## config.mk

```make
export PLATFORM = sky130hd
export DESIGN_NAME = scan_controller_flat
export DESIGN_NICKNAME = d
export VERILOG_FILES = /design/src/rtl/scan_controller_pkg.sv /design/src/rtl/scan_controller_if.sv /design/src/rtl/scan_controller_settle_timer.sv /design/src/rtl/scan_controller.sv /design/src/flat_wrapper.sv
export SDC_FILE = /design/constraint.sdc
export NUM_CORES = 1
export LEC_CHECK = 0
export ABC_AREA = 1
export CAP_MARGIN = 15
export CELL_PAD_IN_SITES_DETAIL_PLACEMENT = 0
export CELL_PAD_IN_SITES_GLOBAL_PLACEMENT = 2
export CORE_ASPECT_RATIO = 1.25
export CORE_UTILIZATION = 25
export CTS_BUF_LIST = sky130_fd_sc_hd__clkbuf_4
export DETAILED_ROUTE_END_ITERATION = 10
export PLACE_DENSITY = 0.77
export SETUP_SLACK_MARGIN = 0.02
export SYNTH_ARGS = -nofsm -noshare
export SYNTH_HDL_FRONTEND = slang
export SYNTH_HIERARCHICAL = 1
export SYNTH_SLANG_ARGS = --single-unit
```

## constraint.sdc

```tcl
create_clock -name CLK -period 3 [get_ports CLK]
set_input_delay 0.6 -clock CLK [delete_from_list [all_inputs] [get_ports CLK]]
set_output_delay 0.6 -clock CLK [all_outputs]
set_load 0.05 [all_outputs]
```

## src/rtl/scan_controller_pkg.sv

```systemverilog
// Shared definitions for the solar-tracker scan controller: state encoding,
// default grid geometry and a small helper for overflow-safe axis stepping.
package scan_controller_pkg;

    // Grid defaults, shared with the PWM generators and the max register
    // (whose position reset value is PW_MIN_DEF).
    localparam int unsigned PW_MIN_DEF        = 500;
    localparam int unsigned PW_MAX_DEF        = 2500;
    localparam int unsigned PW_STEP_DEF       = 100;
    localparam int unsigned SETTLE_CYCLES_DEF = 2000000;
    localparam int unsigned ADC_W_DEF         = 12;

    typedef enum logic [2:0] {
        S_IDLE   = 3'd0,
        S_CLEAR  = 3'd1,
        S_SETTLE = 3'd2,
        S_REQ    = 3'd3,
        S_WAIT   = 3'd4,
        S_STEP   = 3'd5,
        S_PARK   = 3'd6
    } state_t;

    // True when pos + step stays within limit; evaluated in 33 bits so a
    // position near 2^32 cannot wrap around and look small.
    function automatic logic step_fits(input logic [31:0] pos,
                                       input int unsigned step,
                                       input int unsigned limit);
        logic [32:0] w_sum;
        w_sum = {1'b0, pos} + 33'(step);
        return (w_sum <= 33'(limit));
    endfunction

endpackage

```

## src/rtl/scan_controller_if.sv

```systemverilog
// Bus between the scan controller and its neighbours: ADC front end,
// max-voltage register and the two servo PWM generators.
interface scan_controller_if
    import scan_controller_pkg::*;
#(
    parameter int unsigned ADC_W = ADC_W_DEF
);
    logic             START;
    logic             ABORT;
    logic [ADC_W-1:0] ADC_DATA;
    logic             ADC_VALID;
    logic [ADC_W-1:0] LV;
    logic [31:0]      pulseWidth_max_H;
    logic [31:0]      pulseWidth_max_V;
    logic             ADC_REQ;
    logic             CAPTURE;
    logic             MAX_CLR;
    logic [31:0]      pulseWidth_H;
    logic [31:0]      pulseWidth_V;
    logic             BUSY;
    logic             DONE;

    // Controller side
    modport master (
        input  START, ABORT, ADC_DATA, ADC_VALID, LV,
               pulseWidth_max_H, pulseWidth_max_V,
        output ADC_REQ, CAPTURE, MAX_CLR, pulseWidth_H, pulseWidth_V,
               BUSY, DONE
    );

    // Peripheral side (ADC, max register, PWM generators, host)
    modport slave (
        output START, ABORT, ADC_DATA, ADC_VALID, LV,
               pulseWidth_max_H, pulseWidth_max_V,
        input  ADC_REQ, CAPTURE, MAX_CLR, pulseWidth_H, pulseWidth_V,
               BUSY, DONE
    );
endinterface

```

## src/rtl/scan_controller_settle_timer.sv

```systemverilog
// Servo settling timer: load arms it for CYCLES cycles of counting,
// o_expired is high in the last of those cycles and stays high until reloaded.
module scan_controller_settle_timer #(
    parameter int unsigned CYCLES = 4
) (
    input  logic CLK,
    input  logic RST_N,
    input  logic i_load,
    input  logic i_en,
    output logic o_expired
);
    localparam int unsigned     CNT_W    = (CYCLES > 1) ? $clog2(CYCLES) : 1;
    localparam logic [CNT_W-1:0] LOAD_VAL = CNT_W'(CYCLES - 1);

    logic [CNT_W-1:0] r_count;

    // Down-counter: load has priority, then count while enabled until zero
    always_ff @(posedge CLK or negedge RST_N) begin
        if (!RST_N) begin
            r_count <= '0;
        end else if (i_load) begin
            r_count <= LOAD_VAL;
        end else if (i_en && (r_count != '0)) begin
            r_count <= r_count - CNT_W'(1);
        end
    end

    assign o_expired = (r_count == '0);

endmodule

```

## src/rtl/scan_controller.sv

```systemverilog
// Solar-tracker raster search: sweeps H (inner) and V (outer) servo pulse
// widths over a grid, samples the ADC at each settled point, strobes the max
// register on a new maximum and finally parks at the best position found.
module scan_controller
    import scan_controller_pkg::*;
#(
    parameter int unsigned PW_MIN        = PW_MIN_DEF,
    parameter int unsigned PW_MAX        = PW_MAX_DEF,
    parameter int unsigned PW_STEP       = PW_STEP_DEF,
    parameter int unsigned SETTLE_CYCLES = SETTLE_CYCLES_DEF,
    parameter int unsigned ADC_W         = ADC_W_DEF
) (
    input  logic              CLK,
    input  logic              RST_N,
    scan_controller_if.master bus
);
    localparam logic [31:0] PW_MIN_L  = 32'(PW_MIN);
    localparam logic [31:0] PW_STEP_L = 32'(PW_STEP);

    state_t           r_state;
    state_t           w_state_nxt;
    logic [31:0]      r_pw_h;
    logic [31:0]      r_pw_v;
    logic [31:0]      w_pw_h_nxt;
    logic [31:0]      w_pw_v_nxt;
    logic             r_adc_req;
    logic             r_capture;
    logic             r_max_clr;
    logic             r_busy;
    logic             r_done;
    logic             w_capture_nxt;
    logic             w_done_nxt;
    logic             w_timer_load;
    logic             w_timer_expired;
    logic             w_h_fits;
    logic             w_v_fits;
    logic [ADC_W-1:0] w_sample;
    logic [ADC_W-1:0] w_level;

    assign w_sample = bus.ADC_DATA;
    assign w_level  = bus.LV;
    assign w_h_fits = step_fits(r_pw_h, PW_STEP, PW_MAX);
    assign w_v_fits = step_fits(r_pw_v, PW_STEP, PW_MAX);

    // Re-arm the settle timer on every entry into SETTLE
    assign w_timer_load = (w_state_nxt == S_SETTLE) && (r_state != S_SETTLE);

    scan_controller_settle_timer #(
        .CYCLES (SETTLE_CYCLES)
    ) u_settle_timer (
        .CLK       (CLK),
        .RST_N     (RST_N),
        .i_load    (w_timer_load),
        .i_en      (r_state == S_SETTLE),
        .o_expired (w_timer_expired)
    );

    // Next-state, next-position and next-strobe decode
    always_comb begin
        // NOTE: every output of this block gets a default first, so no path
        // can leave a value unassigned and infer a latch.
        w_state_nxt   = r_state;
        w_pw_h_nxt    = r_pw_h;
        w_pw_v_nxt    = r_pw_v;
        w_capture_nxt = 1'b0;
        w_done_nxt    = 1'b0;

        if (bus.ABORT) begin
            // Abort wins everywhere: drop to IDLE, keep position, no strobes.
            // In IDLE this also suppresses a coincident START.
            w_state_nxt = S_IDLE;
        end else begin
            case (r_state)
                S_IDLE: begin
                    if (bus.START) begin
                        w_state_nxt = S_CLEAR;
                        w_pw_h_nxt  = PW_MIN_L;
                        w_pw_v_nxt  = PW_MIN_L;
                    end
                end
                S_CLEAR: w_state_nxt = S_SETTLE;
                S_SETTLE: begin
                    if (w_timer_expired) begin
                        w_state_nxt = S_REQ;
                    end
                end
                S_REQ: w_state_nxt = S_WAIT;
                S_WAIT: begin
                    if (bus.ADC_VALID) begin
                        w_state_nxt   = S_STEP;
                        // Strictly greater: an equal sample never moves the max
                        w_capture_nxt = (w_sample > w_level);
                    end
                end
                S_STEP: begin
                    // CAPTURE is high this cycle, so the position must not
                    // change until the edge that ends it.
                    if (w_h_fits) begin
                        w_pw_h_nxt  = r_pw_h + PW_STEP_L;
                        w_state_nxt = S_SETTLE;
                    end else if (w_v_fits) begin
                        w_pw_h_nxt  = PW_MIN_L;
                        w_pw_v_nxt  = r_pw_v + PW_STEP_L;
                        w_state_nxt = S_SETTLE;
                    end else begin
                        w_state_nxt = S_PARK;
                    end
                end
                S_PARK: begin
                    // One cycle after the last CAPTURE, so the max register
                    // outputs already hold the final best position.
                    w_pw_h_nxt  = bus.pulseWidth_max_H;
                    w_pw_v_nxt  = bus.pulseWidth_max_V;
                    w_done_nxt  = 1'b1;
                    w_state_nxt = S_IDLE;
                end
                default: w_state_nxt = S_IDLE;
            endcase
        end
    end

    // State, position and registered strobes
    always_ff @(posedge CLK or negedge RST_N) begin
        if (!RST_N) begin
            r_state   <= S_IDLE;
            r_pw_h    <= PW_MIN_L;
            r_pw_v    <= PW_MIN_L;
            r_adc_req <= 1'b0;
            r_capture <= 1'b0;
            r_max_clr <= 1'b0;
            r_busy    <= 1'b0;
            r_done    <= 1'b0;
        end else begin
            // NOTE: non-blocking assignments so every register samples the
            // pre-edge values, independent of statement order.
            r_state   <= w_state_nxt;
            r_pw_h    <= w_pw_h_nxt;
            r_pw_v    <= w_pw_v_nxt;
            r_adc_req <= (w_state_nxt == S_REQ);
            r_capture <= w_capture_nxt;
            r_max_clr <= (w_state_nxt == S_CLEAR);
            r_busy    <= (w_state_nxt != S_IDLE);
            r_done    <= w_done_nxt;
        end
    end

    assign bus.ADC_REQ      = r_adc_req;
    assign bus.CAPTURE      = r_capture;
    assign bus.MAX_CLR      = r_max_clr;
    assign bus.pulseWidth_H = r_pw_h;
    assign bus.pulseWidth_V = r_pw_v;
    assign bus.BUSY         = r_busy;
    assign bus.DONE         = r_done;

endmodule

```

## src/flat_wrapper.sv

```systemverilog
// flat-port wrapper written by rule: the top's interface ports become plain ports
module scan_controller_flat import scan_controller_pkg::*;
#(
    parameter int unsigned PW_MIN        = PW_MIN_DEF,
    parameter int unsigned PW_MAX        = PW_MAX_DEF,
    parameter int unsigned PW_STEP       = PW_STEP_DEF,
    parameter int unsigned SETTLE_CYCLES = SETTLE_CYCLES_DEF,
    parameter int unsigned ADC_W         = ADC_W_DEF
)
  (CLK, RST_N, bus_START, bus_ABORT, bus_ADC_DATA, bus_ADC_VALID, bus_LV, bus_pulseWidth_max_H, bus_pulseWidth_max_V, bus_ADC_REQ, bus_CAPTURE, bus_MAX_CLR, bus_pulseWidth_H, bus_pulseWidth_V, bus_BUSY, bus_DONE);
  scan_controller_if #(.ADC_W(ADC_W)) bus_i ();
  input  logic CLK;
  input  logic RST_N;
  input wire logic [$bits(bus_i.START)-1:0] bus_START;
  input wire logic [$bits(bus_i.ABORT)-1:0] bus_ABORT;
  input wire logic [$bits(bus_i.ADC_DATA)-1:0] bus_ADC_DATA;
  input wire logic [$bits(bus_i.ADC_VALID)-1:0] bus_ADC_VALID;
  input wire logic [$bits(bus_i.LV)-1:0] bus_LV;
  input wire logic [$bits(bus_i.pulseWidth_max_H)-1:0] bus_pulseWidth_max_H;
  input wire logic [$bits(bus_i.pulseWidth_max_V)-1:0] bus_pulseWidth_max_V;
  output wire logic [$bits(bus_i.ADC_REQ)-1:0] bus_ADC_REQ;
  output wire logic [$bits(bus_i.CAPTURE)-1:0] bus_CAPTURE;
  output wire logic [$bits(bus_i.MAX_CLR)-1:0] bus_MAX_CLR;
  output wire logic [$bits(bus_i.pulseWidth_H)-1:0] bus_pulseWidth_H;
  output wire logic [$bits(bus_i.pulseWidth_V)-1:0] bus_pulseWidth_V;
  output wire logic [$bits(bus_i.BUSY)-1:0] bus_BUSY;
  output wire logic [$bits(bus_i.DONE)-1:0] bus_DONE;
  assign bus_i.START = bus_START;
  assign bus_i.ABORT = bus_ABORT;
  assign bus_i.ADC_DATA = bus_ADC_DATA;
  assign bus_i.ADC_VALID = bus_ADC_VALID;
  assign bus_i.LV = bus_LV;
  assign bus_i.pulseWidth_max_H = bus_pulseWidth_max_H;
  assign bus_i.pulseWidth_max_V = bus_pulseWidth_max_V;
  assign bus_ADC_REQ = bus_i.ADC_REQ;
  assign bus_CAPTURE = bus_i.CAPTURE;
  assign bus_MAX_CLR = bus_i.MAX_CLR;
  assign bus_pulseWidth_H = bus_i.pulseWidth_H;
  assign bus_pulseWidth_V = bus_i.pulseWidth_V;
  assign bus_BUSY = bus_i.BUSY;
  assign bus_DONE = bus_i.DONE;
  scan_controller #(.PW_MIN(PW_MIN), .PW_MAX(PW_MAX), .PW_STEP(PW_STEP), .SETTLE_CYCLES(SETTLE_CYCLES), .ADC_W(ADC_W)) u_core (.CLK(CLK), .RST_N(RST_N), .bus(bus_i));
endmodule
```

Word level (Yosys, flattened, before mapping):

Cells that the tools add are included.

* add/subtract/negate cells: 5
* $lt $le $gt $ge: 3
* equality and inequality tests: 14
* mux-type cells: 21
* bitwise gates (word level): 1
* reductions and logical operators: 10

Operators with widths (count)
* $pmux 32 s3: 2
* $mux 32: 5
* $add 32x7->33 const B: 2
* $le 33x12->1 const B: 2
* $add 32x7->32 const B: 2
* $mux 21: 2
* $logic_not 21->1: 1
* $reduce_bool 21->1: 1
* $sub 21x1->21 const B: 1
* $mux 3: 6
* $pmux 3 s6: 1
* $eq 3x2->1 const B: 4
* $gt 12x12->1: 1
* $eq 3x3->1 const B: 3
* $eq 3x1->1 const B: 2
* $reduce_bool 3->1: 2
* $mux 1: 5
* $reduce_and 5->1: 1
* $ne 2x2->1 const B: 2
* $reduce_and 4->1: 1
* $logic_not 3->1: 1
* $ne 3x1->1 const B: 1
* $ne 3x2->1 const B: 1
* $logic_and 1x1->1: 2
* other kinds (3): 3

* flip-flop bits (word level): 93
* input bits: 93
* output and inout port bits: 69
* word-level logic and storage cells: 63

Longest topological paths before layout:

* depth after elaboration: 9
* gate-level depth with buffers: 25
* mapped depth without buffers: 22

Modules after synthesis:

The synthesis kept the hierarchy.

Modules (own cells, without submodules)
* scan_controller: times used 1, cells an instance 994, area each 6057.1 um2
* scan_controller_settle_timer: times used 1, cells an instance 241, area each 1559.0 um2

Worst setup path before layout:

No wires, ideal clock.

* path type: register to register
* from: reg u_core.r_pw_h[2], in the netlist u_core/bus.pulseWidth_H[2]
* to: reg u_core.u_settle_timer.r_count[7]
* library setup time: 0.118 ns
* data arrival time: 3.002 ns
* required time: 2.882 ns
* slack: -0.120 ns
* stages on the path, launching flop included: 22
* path buffers: 3
* period minus slack after synthesis: 3.120 ns
* cells stage by stage: dfstp_2 > ha_1 > nand2_1 > nand2_1 > nand3_1 > nor2_2 > nand2_1 > nand2_1 > nand2_1 > nor2_1 > nand3_1 > nor2_2 > nand2_1 > nand3_2 > buf_6 > buf_6 > nand4_1 > inv_1 > clkbuf_1 > nor2_1 > nand2_1 > o21ai_2

* word-level cells in the longest chain between the ends: 8
* elaborated cells between the ends (all ways): 9
* those cells by class: add/sub: 1; order compare: 1; eq/ne: 1; mux: 4; reduce/logical: 2

Ends and longest elaborated chain
* from (decl): RTL line scan_controller.sv:22 `logic [31:0] r_pw_h;`
* from (signal assigned): RTL line scan_controller.sv:137 `r_pw_h <= w_pw_h_nxt;`
* $add 32x7->33 *: RTL line scan_controller_pkg.sv:29 `w_sum = {1'b0, pos} + 33'(step);`
* $le 33x12->1 *: RTL line scan_controller_pkg.sv:30 `return (w_sum <= 33'(limit));`
* $mux 3 *: RTL line scan_controller.sv:98 `if (w_h_fits) begin`
* $pmux 3 s6 *: RTL line scan_controller.sv:73 `case (r_state)`
* $mux 3 *: RTL line scan_controller.sv:68 `if (bus.ABORT) begin`
* $eq 3x2->1 *: RTL line scan_controller.sv:46 `assign w_timer_load = (w_state_nxt == S_SETTLE) && (r_state != S_SETTLE);`
* $logic_and 1x1->1 *: RTL line scan_controller.sv:46
* net u_core.w_timer_load: RTL line scan_controller.sv:33 `logic w_timer_load;`
* $mux 21 / $reduce_bool 2->1 (equally long branches)
* to (signal assigned): RTL line scan_controller_settle_timer.sv:24 `r_count <= r_count - CNT_W'(1);`
* to (decl): RTL line scan_controller_settle_timer.sv:15 `logic [CNT_W-1:0] r_count;`

Mark *: on every way through the listed nets, which the timed path passes. The rest lies on a longest branch.
A chain may end at the register's enable or synchronous reset.

Final worst setup path:

* from: reg u_core.r_pw_h[14], in the netlist u_core/bus.pulseWidth_H[14]
* to: reg u_core.u_settle_timer.r_count[7]

Same word-level chain as after synthesis.

==> impl_metrics.json <==
{
  "grt_pass1_wl_um": 45430,
  "slew_viol_final": 0,
  "synth_top_area_share_pct": 26.61,
  "grtUsageMet3_pct": 2.084,
  "grt_max_degree": 63,
  "grtUsageMet2_pct": 34.62,
  "synthDistinctLibCells": 42,
  "antenna_found_initial": 1,
  "hold_class": "in2async",
  "postSynth.asyncResetShare_pct": 100.0,
  "path_clk_slew_ns": 0.16,
  "synth_area_mm2": 0.007616,
  "synth_top_cell_by_area": "dfrtp_1",
  "synth_area_leaders": "dfrtp_1, nand2_1, nand3_1, nor2_1, inv_1",
  "clkPwrFrac_pct": 19.1,
  "worst-path-max-fanout": 7,
  "combPwrFrac_pct": 42.7,
  "slowest_stage": "dfrtp_1",
  "p_total_mw": 4.325,
  "hpwl_um": 22370,
  "cap_violations": 0,
  "power.static_leakage_nw": 4.788,
  "synth.most_common_cell": "nand2_1",
  "fp.dieW_um": 158.1,
  "vias": 8452,
  "top_usage_layer": "met2",
  "ctsRootBufferMaster": "clkbuf_4",
  "fmax_mhz": 355.8,
  "ant_nets": 0,
  "die_h_um": 197.1,
  "syn_inst": 1235,
  "cts.sinks": 93,
  "cts_buffer_depth": 2,
  "start_util_pct": 25.36,
  "die_area_mm2": 0.03117,
  "cp.arrival_ns": 3.23,
  "hold_viol_final": 0,
  "cp-end-kind": "flip-flop",
  "crit_family": "simple AND/OR/NAND/NOR gates",
  "post-place-cells": 1800,
  "cts_tree": "yes",
  "p_sw_share_pct": 43.05,
  "layout.cells.non_filler": 1826,
  "cts_made_buffers": 9,
  "nNetsFinal": 1530,
  "switchingPower_mw": 1.862,
  "worst_setup_path_start_kind": "flip-flop",
  "fill_cells": 3392,
  "numPortBuffers": 161,
  "synth_seq_cells": 93,
  "whs_ns": 0.06739,
  "required_ns": 3.42,
  "crit_buf_inv": 3,
  "synth_edf_count": 0,
  "min_period_over_period_pct": 93.69,
  "clkLatencyLatePin_ns": 0.50,
  "drive_gt1_share_pct": 11.31,
  "cts_hold_buf": 0,
  "ff_latch_area_mm2": 0.002356,
  "setup_viol": 0,
  "internal-power_mw": 2.463,
  "wire_per_inst_um": 16.01,
  "grt_pass1_vias": 8292,
  "synth_ff_type": "dfrtp_1",
  "grt_use_total_pct": 18.93,
  "clock_skew_ns": 0.04125,
  "ios": 162,
  "drc": 0,
  "peakVddDrop_v": 0.0002723,
  "setup_tns_ns": 0,
  "wl_um": 29240,
  "power.density_mw_per_mm2": 417.9,
  "path_class": "reg2reg",
  "grt_use_met1_pct": 23.22,
  "rows": 71,
  "crit_path_max_incr_delay_ns": 0.52,
  "fin_crit_ns": 2.811,
  "yosysWarnings": 6,
  "worstMarginPinSlew_ns": 0.7515,
  "power_frac_seq_pct": 38.2,
  "drtIter0Drc": 428,
  "coreArea_mm2": 0.03003,
  "slew_headroom_pct": 49.90,
  "synthesis.nets": 1346,
  "avgViaCountPerCell": 4.629,
  "multi_input_area_mm2": 0.004743,
  "drt-pass1-iter-count": 6,
  "gp_congestion": 0.8739,
  "cpMostUsedCell": "nand2_1",
  "status": "complete, no violations",
  "syn_to_final_growth_pct": 35.91,
  "ys_seq_area_share_pct": 30.75,
  "gr-total-overflow": 0,
  "synth_common_cells": "nand2_1, nor2_1, inv_1",
  "htreeDepth": 3,
  "postSynthAreaPerCell_um2": 6.167,
  "path_cells": "nand2_1 -> nor2_1 -> nand2_1 -> nor2_4 -> nand2_1 -> nand2_1 -> nand2_1 -> nor2_1 -> nand3_1 -> nor2_2 -> nand2_1 -> nand3_2 -> nand4_1 -> inv_1 -> inv_1 -> nand2_4 -> clkbuf_16 -> nand2_1 -> o21ai_2"
}
==> worst register-to-register path, delay by kind of cell (launching register included) <==
family	cells	cell delay [ns]
AOI/OAI and AO/OA	1	0.05
and+or+nand+nor	15	1.85
buffers and inverters	3	0.36
DFF	1	0.52
==> per-stage QoR <==
step	setup WS [ns]	instance area [um2]	util, %
floorplan	0.02020	7652	-
finish	0.1893	10350	34.47
global route	-0.01631	10350	34.47
global placement	0.1379	9928	33.07
CTS	0.04537	10090	33.59
detailed placement	0.08782	9928	33.07
==> sequential cells by signal, indices dropped and copies added, names as in the netlist <==
signal / flops
u_core/r_state: 3
u_core/bus.BUSY: 1
u_core/bus.CAPTURE: 1
u_core/bus.DONE: 1
u_core/bus.MAX_CLR: 1
u_core/bus.ADC_REQ: 1
u_core/bus.pulseWidth_H: 32
u_core/bus.pulseWidth_V: 32
u_core/u_settle_timer/r_count: 21
==> power groups by stage <==
stage | Combinational [mW] | Sequential, mW | Clock, mW
after floorplan | 1.05 | 1.78 | 0
after global placement | 1.78 | 1.67 | 0
after detailed placement | 1.79 | 1.67 | 0
after CTS | 1.79 | 1.65 | 0.867
after global routing | 2.07 | 1.68 | 0.902
final | 1.85 | 1.65 | 0.827
==> metal layers <==
layer / vias up / part of all wire [%]
li1: 4263 / -
met1: 3991 / 43
met2: 172 / 52
met3: 26 / 3.8
met4: 0 / 1.7
met5: - / 0
==> final timing paths <==
kind	from	endpoint	slack, ns	cells past startpoint
setup / recovery	u_core/bus.pulseWidth_H[14]$_DFFE_PN0P_	u_core/u_settle_timer/r_count[7]$_DFFE_PN0P_	0.19	19
hold / removal	RST_N	u_core/bus.pulseWidth_H[19]$_DFFE_PN0P_	0.07	1
setup reg to reg	u_core/bus.pulseWidth_H[14]$_DFFE_PN0P_	u_core/u_settle_timer/r_count[7]$_DFFE_PN0P_	0.19	19
hold reg to reg	u_core/bus.pulseWidth_V[5]$_DFFE_PN1P_	u_core/bus.pulseWidth_V[5]$_DFFE_PN1P_	0.52	2
max in group asynchronous	RST_N	u_core/bus.pulseWidth_V[18]$_DFFE_PN0P_	2.18	2
min in group CLK	u_core/bus.pulseWidth_V[5]$_DFFE_PN1P_	u_core/bus.pulseWidth_V[5]$_DFFE_PN1P_	0.52	2
==> logic make-up after synthesis <==
family,after synthesis,synth area share (%)
simple gates,880,49.88
buf+inv,167,9.315
flops,93,30.75
compound gates,61,5.257
fa+ha+maj,18,2.957
xor+xnor,16,1.840
==> layout by cell type, fill, tap and decap left out, drive strengths merged, types with 12 or more instances in the layout <==
| cell | instances |
|---|---|
| nand2 | 536 |
| clkdlybuf4s50 | 160 |
| nor2 | 151 |
| inv | 128 |
| nand3 | 115 |
| dfrtp | 81 |
| buf | 50 |
| o21ai | 37 |
| nand3b | 31 |
| nand4 | 30 |
| ha | 18 |
| xor2 | 12 |
| dfstp | 12 |
==> area by class of cell <==
| class | instances | share of cell area (%) |
|---|---|---|
| clock inverter | 7 | 0.8703 |
| clock buffer | 9 | 0.6527 |
| inverter | 128 | 4.690 |
| timing repair buffer | 212 | 20.33 |
| sequential | 93 | 22.76 |
| multi-input combinational | 975 | 45.82 |
| antenna | 1 | 0.02417 |
| tap | 401 | 4.847 |
==> what timing repair did <==
action	CTS	global route
resized for setup	0	40
buffers inserted	0	6
setup endpoints to repair	0	84
(Power assumes the default switching activity.)
